--- src/rtl/rr_bus_arbiter_pkg.sv ---
// arb_pkg: FSM state encoding and sizing helper shared by the round-robin bus arbiter.
package arb_pkg;
   localparam logic [1:0] ARB_IDLE    = 2'd0;
   localparam logic [1:0] ARB_GRANT   = 2'd1;
   localparam logic [1:0] ARB_RELEASE = 2'd2;
   typedef enum logic [1:0] {
      ST_IDLE    = ARB_IDLE,
      ST_GRANT   = ARB_GRANT,
      ST_RELEASE = ARB_RELEASE
   } arb_state_e;
   function automatic int clog2_min1(input int n);
      return (n <= 2) ? 1 : $clog2(n);
   endfunction
endpackage

--- src/rtl/rr_priority_picker.sv ---
// rr_priority_picker: finds the first requester strictly after ptr, wrapping modulo N.
module rr_priority_picker #(
   parameter int N = 2,
   parameter int W = 1
) (
   input  logic [N-1:0] req,
   input  logic [W-1:0] ptr,
   output logic         valid,
   output logic [W-1:0] idx
);
   logic [W-1:0] c;
   always_comb begin
      valid = |req;
      idx = '0;
      c = '0;
      for (int i = N; i >= 1; i--) begin
         c = W'((int'(ptr) + i) % N);
         if (req[c]) idx = c;
      end
   end
endmodule

--- src/rtl/rr_bus_arbiter.sv ---
// rr_bus_arbiter: round-robin bus arbiter with a one-cycle turnaround between tenures.
// Define ARB_HOLD_LIMIT_EN to bound a tenure to MAX_HOLD cycles while others are waiting.
module rr_bus_arbiter
   import arb_pkg::*;
#(
   parameter int NUM_MASTERS = 2,
   parameter int NUM_SLAVES  = 3,
   parameter int MAX_HOLD    = 16,
   parameter int MSEL_W      = clog2_min1(NUM_MASTERS)
) (
   input  logic                   clk,
   input  logic                   rstn,
   input  logic [NUM_MASTERS-1:0] breq,
   input  logic [NUM_SLAVES-1:0]  sready,
   output logic [NUM_MASTERS-1:0] bgrant,
   output logic [MSEL_W-1:0]      msel,
   output logic                   bus_busy,
   output logic                   preempt
);
   localparam logic [MSEL_W-1:0] LAST_RST = MSEL_W'(NUM_MASTERS - 1);
   if (NUM_MASTERS < 2 || NUM_MASTERS > 8 || MAX_HOLD < 2) begin : g_bad_cfg
      $error("rr_bus_arbiter: unsupported parameter set");
   end
   arb_state_e             state_q;
   logic [MSEL_W-1:0]      owner_q, last_q, win;
   logic [NUM_MASTERS-1:0] bgrant_q;
   logic                   win_valid, start_d, drop_d, preempt_d;
   rr_priority_picker #(.N(NUM_MASTERS), .W(MSEL_W)) u_picker (
      .req  (breq),
      .ptr  (last_q),
      .valid(win_valid),
      .idx  (win)
   );
   assign start_d = win_valid && &sready;
   assign drop_d  = !breq[owner_q];
`ifdef ARB_HOLD_LIMIT_EN
   localparam int HOLD_W = $clog2(MAX_HOLD + 1);
   logic [HOLD_W-1:0] hold_q;
   logic              preempt_q;
   assign preempt_d = hold_q == HOLD_W'(MAX_HOLD) && |(breq & ~bgrant_q);
   assign preempt   = preempt_q;
   always_ff @(posedge clk) begin
      if (!rstn) begin
         hold_q    <= '0;
         preempt_q <= 1'b0;
      end else begin
         preempt_q <= state_q == ST_GRANT && !drop_d && preempt_d;
         hold_q    <= (state_q == ST_IDLE && start_d) ? HOLD_W'(1)
                    : (state_q == ST_GRANT && hold_q != HOLD_W'(MAX_HOLD)) ? hold_q + 1'b1 : hold_q;
      end
   end
`else
   assign preempt_d = 1'b0;
   assign preempt   = 1'b0;
`endif
   always_ff @(posedge clk) begin
      if (!rstn) begin
         state_q  <= ST_IDLE;
         owner_q  <= '0;
         last_q   <= LAST_RST;
         bgrant_q <= '0;
      end else begin
         case (state_q)
            ST_IDLE: if (start_d) begin
               state_q  <= ST_GRANT;
               owner_q  <= win;
               bgrant_q <= NUM_MASTERS'(1) << win;
            end
            ST_GRANT: if (drop_d || preempt_d) begin
               state_q  <= ST_RELEASE;
               last_q   <= owner_q;
               bgrant_q <= '0;
            end
            default: state_q <= ST_IDLE;
         endcase
      end
   end
   assign bgrant   = bgrant_q;
   assign msel     = owner_q;
   assign bus_busy = state_q != ST_IDLE;
endmodule

--- config.mk ---
export PLATFORM = sky130hd
export DESIGN_NAME = rr_bus_arbiter
export DESIGN_NICKNAME = d
export VERILOG_FILES = /design/src/rtl/rr_bus_arbiter_pkg.sv /design/src/rtl/rr_priority_picker.sv /design/src/rtl/rr_bus_arbiter.sv
export SDC_FILE = /design/constraint.sdc
export NUM_CORES = 1
export LEC_CHECK = 0
export CORE_AREA = 3 3 40 42
export CTS_CLUSTER_SIZE = 20
export DETAILED_ROUTE_END_ITERATION = 16
export DIE_AREA = 0 0 43 45
export PLACE_DENSITY = 0.5
export SLEW_MARGIN = 15
export SYNTH_ARGS = -nofsm -noshare
export SYNTH_HDL_FRONTEND = slang
export SYNTH_SLANG_ARGS = --single-unit
--- constraint.sdc ---
create_clock -name clk -period 1.09 [get_ports clk]
set_input_delay 0.2725 -clock clk [delete_from_list [all_inputs] [get_ports clk]]
set_output_delay 0.2725 -clock clk [all_outputs]
set_load 0.01 [all_outputs]
After elaboration in Yosys (flattened, before gate mapping)
Index checks and enable logic that the tools add are counted.

word-level totals
  memories = 0
  logic and storage cells = 38
  latch bits = 0
  bits of input ports = 7
  RAM bits = 0
  register bits = 6
  memory bits (read-only) = 0
  output and inout bits = 5

cells by class
  multipliers = 0
  add/subtract/negate cells = 2
  divide/modulo/power cells = 0
  $lt $le $gt $ge = 3
  bitwise logic cells = 1
  reduce and logical (&&, ||, !) cells = 10
  shifts and indexed selects = 1
  equality and inequality tests = 3
  muxes and demuxes = 14

operator list
  kind                 count
  $mux 1               8
  $mux 2               4
  $pmux 2 s2           2
  $lt 1x2->1 const B   3
  $reduce_and 2->1     3
  $reduce_and 3->1     2
  $ne 2x2->1 const B   2
  $reduce_bool 2->1    2
  $add 1x1->1 const B  2
  $eq 2x1->1 const B   1
  $logic_not 2->1      1
  $reduce_or 2->1      1
  $shl 1x1->2 const A  1
  $logic_and 1x1->1    1
  $not 1->1            1

Longest topological paths before layout
Gate-level depths: netlist (run 1).

  depth in word-level cells = 8
  depth in mapped cells = 3
  depth with buffers taken out = 3

Cells and area by module
Synthesis (run 1) repeated with hierarchy kept, for this count alone.

unflattened totals
  cells, all modules = 34
  area, all modules = 305.3 µm²

by module, submodules not included
  module              instances  seq. area each (µm²)  cells each  area each (µm²)
  rr_bus_arbiter      1          120.1                 32          291.5
  rr_priority_picker  1          0.0                   2           13.8

Least setup slack after synthesis (run 1)
No wires, ideal clock.

  path type = flip-flop to flip-flop
  from = register state_q[0]
  to = register bgrant_q[1] (netlist: bgrant[1])
  data arrival time = 892 ps
  required time = 965 ps
  slack = 73 ps
  buffers on the path = 0
  stages on the path, launching flop included = 4
  period minus slack after synthesis = 1017 ps
  setup time = 125 ps
  cells stage by stage = dfxtp_1 or2_4 nor3_2 o32ai_1

between the ends
  word-level cells in the longest chain between the ends = 3
  elaborated cells on any way between the ends = 7
  those cells by class = eq/ne (3); mux (1); reduce/logical (3)

RTL lines
  what                                                                     RTL line              source
  start, declared                                                          rr_bus_arbiter.sv:24  arb_state_e state_q;
  start signal, assigned                                                   rr_bus_arbiter.sv:58  state_q <= ST_IDLE;
  start signal, assigned                                                   rr_bus_arbiter.sv:65  state_q <= ST_GRANT;
  start signal, assigned                                                   rr_bus_arbiter.sv:70  state_q <= ST_RELEASE;
  $eq 2x1->1 / $logic_not 2->1 (equally long branches)                     rr_bus_arbiter.sv:63  case (state_q)
  $ne 2x2->1 (no source line) / $reduce_bool 2->1 (equally long branches)  n/a
  $reduce_and 3->1 (no source line)                                        n/a
  end signal, assigned                                                     rr_bus_arbiter.sv:67  bgrant_q <= NUM_MASTERS'(1) << win;
  end, declared                                                            rr_bus_arbiter.sv:26  logic [NUM_MASTERS-1:0] bgrant_q;

Several ways; a longest one is shown, not always the timed one.
A chain may end at the register's enable or synchronous reset.

Worst setup path in the final report (run 1)
  from = register state_q[1]
  to = output bus_busy

between the ends
  word-level cells in the longest chain between the ends = 1

RTL lines
  what               RTL line              source
  $reduce_bool 2->1  rr_bus_arbiter.sv:80  assign bus_busy = state_q != ST_IDLE;
  end, declared      rr_bus_arbiter.sv:17  output logic bus_busy,

Every way passes these cells.

==> results of run 1 <==
==> layout make-up <==
class / instances / area (sq um)
timing repair buffer: 17 / 140
tap: 15 / 18.8
multi-input combinational: 26 / 236
inverter: 1 / 3.75
clock buffer: 3 / 22.5
fill: 128 / 742
sequential: 6 / 121
==> through the flow <==
step                power, uW  setup WS [ns]  cell area, sq um  hold WS (ns)  utilization, %
floorplan                 285         0.0732               320         0.352               -
global placement          341         -0.362               484         0.454            37.7
detailed placement        342         -0.379               484         0.463            37.7
CTS                       548        -0.0959               532         0.474            41.4
global route              580         -0.120               543         0.515            42.3
finish                    540        -0.0850               543         0.489            42.3
==> final timing paths <==
check        startpoint        end  slack, ns
min reg2reg   bgrant[0]  bgrant[0]       0.49
min           bgrant[0]  bgrant[0]       0.49
max reg2reg        msel  bgrant[1]      -0.02
max          state_q[1]   bus_busy      -0.09
==> where the power goes <==
| group | internal [uW] | switching (uW) |
|---|---|---|
| logic | 62.8 | 49.0 |
| clock network | 124 | 67.8 |
| registers | 230 | 6.69 |
==> sequential cells by signal, summed over array words and instances, names as in the netlist <==
signal / flops
state_q: 2
msel: 1
bgrant: 2
last_q: 1
==> cell usage in the layout, fill, tap and decap left out, types with 2 or more instances in the layout <==
master         instances
dfxtp_1                5
dlygate4sd2_1          5
buf_4                  5
clkbuf_4               3
buf_6                  3
o31ai_2                2
nand2_1                2
clkbuf_2               2
==> logic make-up after synthesis <==
group                  after synthesis  share of synthesized area (%)
and+or+nand+nor                     14                           33.2
AOI/OAI and AO/OA                   10                           21.5
DFF                                  6                           37.5
buffers and inverters                2                           3.52
muxes                                1                           3.13
other                                1                           1.17
==> repair_timing <==
action | CTS | global route
resized for setup | 25 | 8
pin swaps | 8 | 4
endpoints found under the setup margin | 10 | 9
==> routing by layer <==
layer,global-route usage (%),share of wire [%],vias to the layer above
met5,0,0,-
met4,7.23,0,0
met3,2.39,7.3,0
met2,15.3,50,13
met1,10.4,42,147
li1,-,-,162
==> worst max-delay path, delay by kind of cell (launching register included) <==
kind	cells	cell delay (ns)
AND/OR/NAND/NOR	1	0.26
flip-flops	1	0.30
buffers and inverters	1	0.12
==> results.yml, run 1 <==
synth:
  ys_ff_latch: 6
  ys_async_sr_fraction_pct: 0
  synth_area_leaders: "dfxtp_1, o31ai_1, nor2b_4"
  ys_seq_area_share_pct: 37.5
  syn_inst: 34
  ys_warn_count: 0
  postSynthNetCount: 41
  synth.most_common_cell: "dfxtp_1"
  synth_enable_flop_cells: 0
  yosysTopAreaCell: "dfxtp_1"
  netlist-cell-type-count: 25
  yosys.area.top_type_share_pct: 37.5
  ys.flop_type: "dfxtp_1"
  synth_commonest_cells: "dfxtp_1, a21oi_1, nand2_1, nor2_1, o31ai_1"
  syn_area_per_cell_sq_um: 9.42
  syn_area_sq_um: 320
timing:
  layout_setup_ws_ns: -0.0850
  clock_skew_ns: 0.00822
  tns_ns: -0.120
  hold_viol_final: 0
  final-setup-viol-count: 4
  fmax_mhz: 851
  rsz0062_at_grt: "true"
  timing.final.crit_period_ns: 1.18
  drv_slew: 0
  finalCritPeriodShare_pct: 108
floorplan:
  die-area_sq_um: 1940
  coreArea_sq_um: 1280
  die_h_um: 45
  rows: 13
  pin_count: 12
  initial_utilization_pct: 24.9
  fp.dieW_um: 43
routing:
  viasPerCell: 4.74
  vias: 322
  antenna_left: 0
  wl_per_cell_um: 11.6
  route.detailed.drc: 0
  drt_iter0_markers: 7
  wirelength_um: 792
  first_pass_iters: 4
critical_path:
  start_kind: "register"
  cp-end-kind: "primary output"
  critPathMaxFanout: 2
  path_class: "register to primary output"
  reg2reg_depth: 4
  path_cells: "or2_4 -> buf_6"
  cp.required_ns: 0.82
  cpMaxStageDelayCell: "dfxtp_1"
  cp.arrival_ns: 0.90
  critPathMaxStageDelay_ns: 0.30
clocking:
  cts-root-buf: "clkbuf_4"
  ctsHtreeMaxLevel: 1
  cts_buffers: 3
  clkSinkCount: 6
  post-cts-setup-buffer-count: 0
  cts.reportedPaths.clkPinSlew_ns: 0.05
  insertion_delay_ns: 0.24
  cts_hold_buf: 0
  clock_path_buffers: 2
  cts_tree: "built"
outcome:
  violations: "negative setup slack"
  status: "finished with violations"
finish:
  final_cells: 68
  area_growth_syn_to_layout_pct: 69.5
  final_nets: 62
  n_antenna_cell: 0
  drive_above_1_share_pct: 50.9
placed_design:
  gp_congestion: 0.797
  port_buffers: 10
  dp_hpwl_um: 636
  placed_cells: 65
global_routing:
  grt_max_degree: 7
  grt_pass1_wl_mm: 1.31
  antenna_found_initial: 0
  track_usage_pct: 9.34
  grt.overflow.total: 0
  grt_pass1_vias: 316
power_and_ir_drop:
  power_density_nw_per_um2: 995
  peakVddDrop_mv: 0.460
  leakagePower_uw: 0.000222
worst_hold_path:
  hp-class: "register to register"
  min_path_cells: 2
job:
  cap_violations: 0
(Power assumes the default switching activity.)
==> inputs of run 2 (changes only) <==
--- a/config.mk
+++ b/config.mk
@@ -10,6 +10,7 @@
 export DETAILED_ROUTE_END_ITERATION = 16
 export DIE_AREA = 0 0 43 45
 export PLACE_DENSITY = 0.5
+export SKIP_LAST_GASP = 1
 export SLEW_MARGIN = 15
 export SYNTH_ARGS = -nofsm -noshare
 export SYNTH_HDL_FRONTEND = slang
==> run 2 against run 1 <==
  * Combinational power barely moved
  * Final area is the same
  * Worst hold slack is the same
  * Sequential power barely moved
  * Count of clock-buffer cells in the layout did not move
  * The flow still finishes with violations (negative setup slack)
  * Die area is the same
  * Via count unchanged
  * Critical endpoint unchanged
  * Critical path depth unchanged
==> results.yml, run 2 (same netlist as run 1, synthesis figures left out) <==
outcome:
  status: "finished with violations"
  violations: "negative setup slack"
job:
  cap_violations: 0
finish:
  area_growth_syn_to_layout_pct: 69.5
  postLayoutCellArea_sq_um: 543
  mostFrequentLayoutCells: "dfxtp_1, dlygate4sd2_1, buf_4"
  final_nets: 62
  n_antenna_cell: 0
  drive_above_1_share_pct: 50.9
timing:
  tns_ns: -0.120
  final-setup-viol-count: 4
  rsz0062_at_grt: "true"
  timing.final.crit_period_ns: 1.18
  clock_skew_ns: 0.00822
  fmax_mhz: 851
  layout_setup_ws_ns: -0.0850
  finalCritPeriodShare_pct: 108
  hold_viol_final: 0
  drv_slew: 0
clocking:
  cts_hold_buf: 0
  clkSinkCount: 6
  cts-root-buf: "clkbuf_4"
  cts_tree: "built"
  post-cts-setup-buffer-count: 0
  ctsHtreeMaxLevel: 1
  insertion_delay_ns: 0.24
  cts_buffers: 3
  cts.reportedPaths.clkPinSlew_ns: 0.05
  clock_path_buffers: 2
power_and_ir_drop:
  power_density_nw_per_um2: 995
  totalPowerFinal_uw: 540
  clock_power_share_pct: 35.4
  p_switching_uw: 123
  combPwrFrac_pct: 20.7
  leakagePower_uw: 0.000222
  internal-power_uw: 417
  peakVddDrop_mv: 0.460
  sw_frac_of_total_pct: 22.8
  seqPwrFrac_pct: 43.9
critical_path:
  critPathMaxStageDelay_ns: 0.30
  critPathMaxFanout: 2
  r2r-end: "bgrant[1]"
  start_kind: "register"
  reg2reg_setup_slack_ns: -0.02
  reg2reg_depth: 4
  reg2reg_from: "msel"
  cp-end-kind: "primary output"
  path_class: "register to primary output"
  path_cells: "or2_4 -> buf_6"
  cp.required_ns: 0.82
  cp.arrival_ns: 0.90
  cpMaxStageDelayCell: "dfxtp_1"
routing:
  wl_per_cell_um: 11.6
  viasPerCell: 4.74
  first_pass_iters: 4
  antenna_left: 0
  wirelength_um: 791
  drt_iter0_markers: 5
  route.detailed.drc: 0
  vias: 322
floorplan:
  die-area_sq_um: 1940
  pin_count: 12
  fp.dieW_um: 43
  rows: 13
  die_h_um: 45
  initial_utilization_pct: 24.9
  coreArea_sq_um: 1280
placed_design:
  post-place-ws_ns: -0.379
  dp_hpwl_um: 636
  gp_congestion: 0.797
  port_buffers: 10
  dpl_cell_area_sq_um: 484
global_routing:
  grt_max_degree: 7
  track_usage_pct: 9.34
  antenna_found_initial: 0
  grt_pass1_wl_mm: 1.31
  grt_pass1_vias: 316
  grt.overflow.total: 0
worst_hold_path:
  hold-path-endpoint: "bgrant[0]"
  min_from: "bgrant[0]"
  min_path_cells: 2
  hp-class: "register to register"
## run 2: cell counts in the layout (fill, tap and decap cells not counted)
Identical to the previous run, type by type.
## run 2: timing repair
| item | 4_1_cts | 5_1_grt |
|---|---|---|
| endpoints found under the setup margin | 10 | 9 |
| pin swaps | 8 | 3 |
| resized for setup | 25 | 8 |
## run 2: power by group through the flow
| stage | logic, uW | registers, uW | clock network [uW] |
|---|---|---|---|
| after floorplan | 44.7 | 240 | 0 |
| after global placement | 102 | 240 | 0 |
| after detailed placement | 102 | 240 | 0 |
| after CTS | 106 | 237 | 205 |
| after global routing | 123 | 238 | 219 |
| final | 112 | 237 | 192 |
## run 2: worst max-delay path, delay by kind of cell, from the launching register on
kind                   cells  cell delay [ns]
AND/OR/NAND/NOR            1             0.26
flip-flops                 1             0.30
buffers and inverters      1             0.12
## run 2: area by class of cell
type,instances,area [sq um]
fillers,128,742
multi-input cells,26,236
repair buffers,17,140
flip-flops and latches,6,121
clock buffers,3,22.5
well taps,15,18.8
inverters,1,3.75
## run 2: per-layer routing
metal  vias up  routed length [um]  part of all wire [%]  GRT usage (%)
met5         -                   0                     0              0
met1       147                 334                    42           10.4
met2        13                 399                    50           15.3
met4         0                   0                     0           7.23
met3         0                  58                   7.3           2.39
li1        162                   -                     -              -
## run 2: stage by stage
stage	std cells	hold slack [ns]	util [%]
finish	68	0.489	42.3
global route	68	0.515	42.3
CTS	68	0.474	41.4
detailed placement	65	0.463	37.7
global placement	65	0.454	37.7
floorplan	34	0.352	-
## run 2: how the worst max path moves through the flow
stage	from	to	slack (ns)	depth (start not counted)
final	state_q[1]	bus_busy	-0.09	2
after global routing	state_q[1]	bus_busy	-0.12	2
after CTS	state_q[1]	bus_busy	-0.1	2
after detailed placement	breq[0]	last_q	-0.38	4
after global placement	breq[0]	last_q	-0.36	4
after floorplan	state_q[0]	bgrant[1]	0.07	3
==> inputs of run 3 (changes only) <==
--- a/config.mk
+++ b/config.mk
@@ -6,7 +6,6 @@
 export NUM_CORES = 1
 export LEC_CHECK = 0
 export CORE_AREA = 3 3 40 42
-export CTS_CLUSTER_SIZE = 20
 export DETAILED_ROUTE_END_ITERATION = 16
 export DIE_AREA = 0 0 43 45
 export PLACE_DENSITY = 0.5
==> constraint.sdc (replaced) <==
create_clock -name clk -period 1.2 [get_ports clk]
set_input_delay 0.3 -clock clk [delete_from_list [all_inputs] [get_ports clk]]
set_output_delay 0.3 -clock clk [all_outputs]
set_load 0.01 [all_outputs]
==> run 3 against run 2 <==
  * The flow still finishes with violations (negative setup slack)
  * Clock skew shrank 0.0063 ns
  * Combinational power is 15% lower
  * Utilization down 0.97 points
  * Sequential power fell by 9.7%
  * Count of clock-buffer cells in the layout is the same
  * Global-route usage is 1.8 points higher
  * Power is 7.7% lower
  * Flip-flop and latch count unchanged
  * Setup slack improved by 0.058 ns
  * Critical path depth stayed put
  * Die area unchanged
  * Worst hold slack lost 0.019 ns
  * Largest power group unchanged
==> results.yml, run 3 (same netlist as run 1, synthesis figures left out) <==
outcome:
  status: "finished with violations"
  violations: "negative setup slack"
global_routing:
  grt.overflow.total: 0
  antenna_found_initial: 0
  track_usage_pct: 11.2
  grt_pass1_vias: 336
  grt_pass1_wl_mm: 1.55
  grt_max_degree: 7
critical_path:
  path_class: "register to primary output"
  reg2reg_from: "state_q[0]"
  cp-startpoint: "state_q[0]"
  crit_path_end: "bus_busy"
  cp.arrival_ns: 0.93
  reg2reg_setup_slack_ns: 0.05
  cp-end-kind: "primary output"
  reg2reg_depth: 4
  critPathMaxFanout: 2
  r2r-end: "msel"
  cp.required_ns: 0.90
  start_kind: "register"
power_and_ir_drop:
  leakagePower_uw: 0.000243
  peakVddDrop_mv: 0.539
  power_density_nw_per_um2: 940
floorplan:
  die_h_um: 45
  fp.dieW_um: 43
  initial_utilization_pct: 24.9
  pin_count: 12
  die-area_sq_um: 1940
  rows: 13
  coreArea_sq_um: 1280
clocking:
  cts.reportedPaths.clkPinSlew_ns: 0.05
  clock_path_buffers: 2
  insertion_delay_ns: 0.24
  post-cts-setup-buffer-count: 0
  clkSinkCount: 6
  cts_buffers: 3
  ctsHtreeMaxLevel: 1
  cts_hold_buf: 0
  cts-root-buf: "clkbuf_4"
  cts_tree: "built"
timing:
  whs_ns: 0.471
  finalCritPeriodShare_pct: 102
  timing.final.crit_period_ns: 1.23
  final-setup-viol-count: 1
  rsz0062_at_grt: "true"
  layout_setup_ws_ns: -0.0275
  drv_slew: 0
  fmax_mhz: 815
  clock_skew_ns: 0.00193
  hold_viol_final: 0
worst_hold_path:
  min_path_cells: 2
  hp-class: "register to register"
routing:
  wirelength_um: 908
  first_pass_iters: 2
  viasPerCell: 4.78
  vias: 320
  wl_per_cell_um: 13.6
  drt_iter0_markers: 2
  antenna_left: 0
  route.detailed.drc: 0
finish:
  final_nets: 61
  area_growth_syn_to_layout_pct: 65.6
  n_antenna_cell: 0
  postLayoutCellArea_sq_um: 531
  final_core_util_pct: 41.3
  mostFrequentLayoutCells: "buf_4, dlygate4sd2_1, dfxtp_1"
  drive_above_1_share_pct: 40.4
  final_common_cell: "buf_4"
placed_design:
  port_buffers: 10
  gp_congestion: 0.795
  dp_hpwl_um: 619
  dpl_cell_area_sq_um: 477
job:
  cap_violations: 0
==> run 3: worst max-delay path, stage by stage, from the launching register on <==
cell and delay (ns):
dfxtp_2 0.32, or2_4 0.25, buf_6 0.12
==> run 3: power breakdown <==
part           leakage, uW  internal (uW)  switching [uW]
logic             0.000179           53.7            41.8
registers        0.0000497            209            4.91
clock network    0.0000138            113            76.1
total             0.000243            376             123
==> run 3: how the worst min path moves through the flow <==
stage / startpoint / to
final: bgrant[0] / bgrant[0]
after global routing: bgrant[0] / bgrant[0]
after CTS: bgrant[0] / bgrant[0]
after detailed placement: bgrant[0] / bgrant[0]
after global placement: bgrant[0] / bgrant[0]
after floorplan: rstn / last_q
==> run 3: repair_timing <==
item | 4_1_cts | 5_1_grt
pin swaps | 0 | 2
setup endpoints to repair | 6 | 3
cloned | 0 | 0
gates resized for setup | 10 | 11
==> run 3: area by class of cell <==
type	instances	area, sq um
repair buffers	16	148
multi-input cells	26	215
flip-flops and latches	6	123
well taps	15	18.8
clock buffers	3	22.5
inverters	1	3.75
fillers	132	754
==> run 3: per-stage QoR <==
stage / total power, uW / worst slack, ns / instances / setup TNS, ns
after floorplan: 259 / 0.183 / 34 / 0
after global routing: 537 / -0.0607 / 67 / -0.0619
final: 499 / -0.0275 / 67 / -0.0275
after global placement: 309 / -0.275 / 64 / -1.58
after CTS: 511 / -0.200 / 67 / -0.200
after detailed placement: 308 / -0.311 / 64 / -1.62
==> run 3: metal layers <==
metal	GRT usage (%)	wire length (um)	vias to the layer above
li1	-	-	162
met1	12.6	390	143
met2	17.1	434	13
met3	5.18	78	2
met4	7.23	5	0
met5	0	0	-
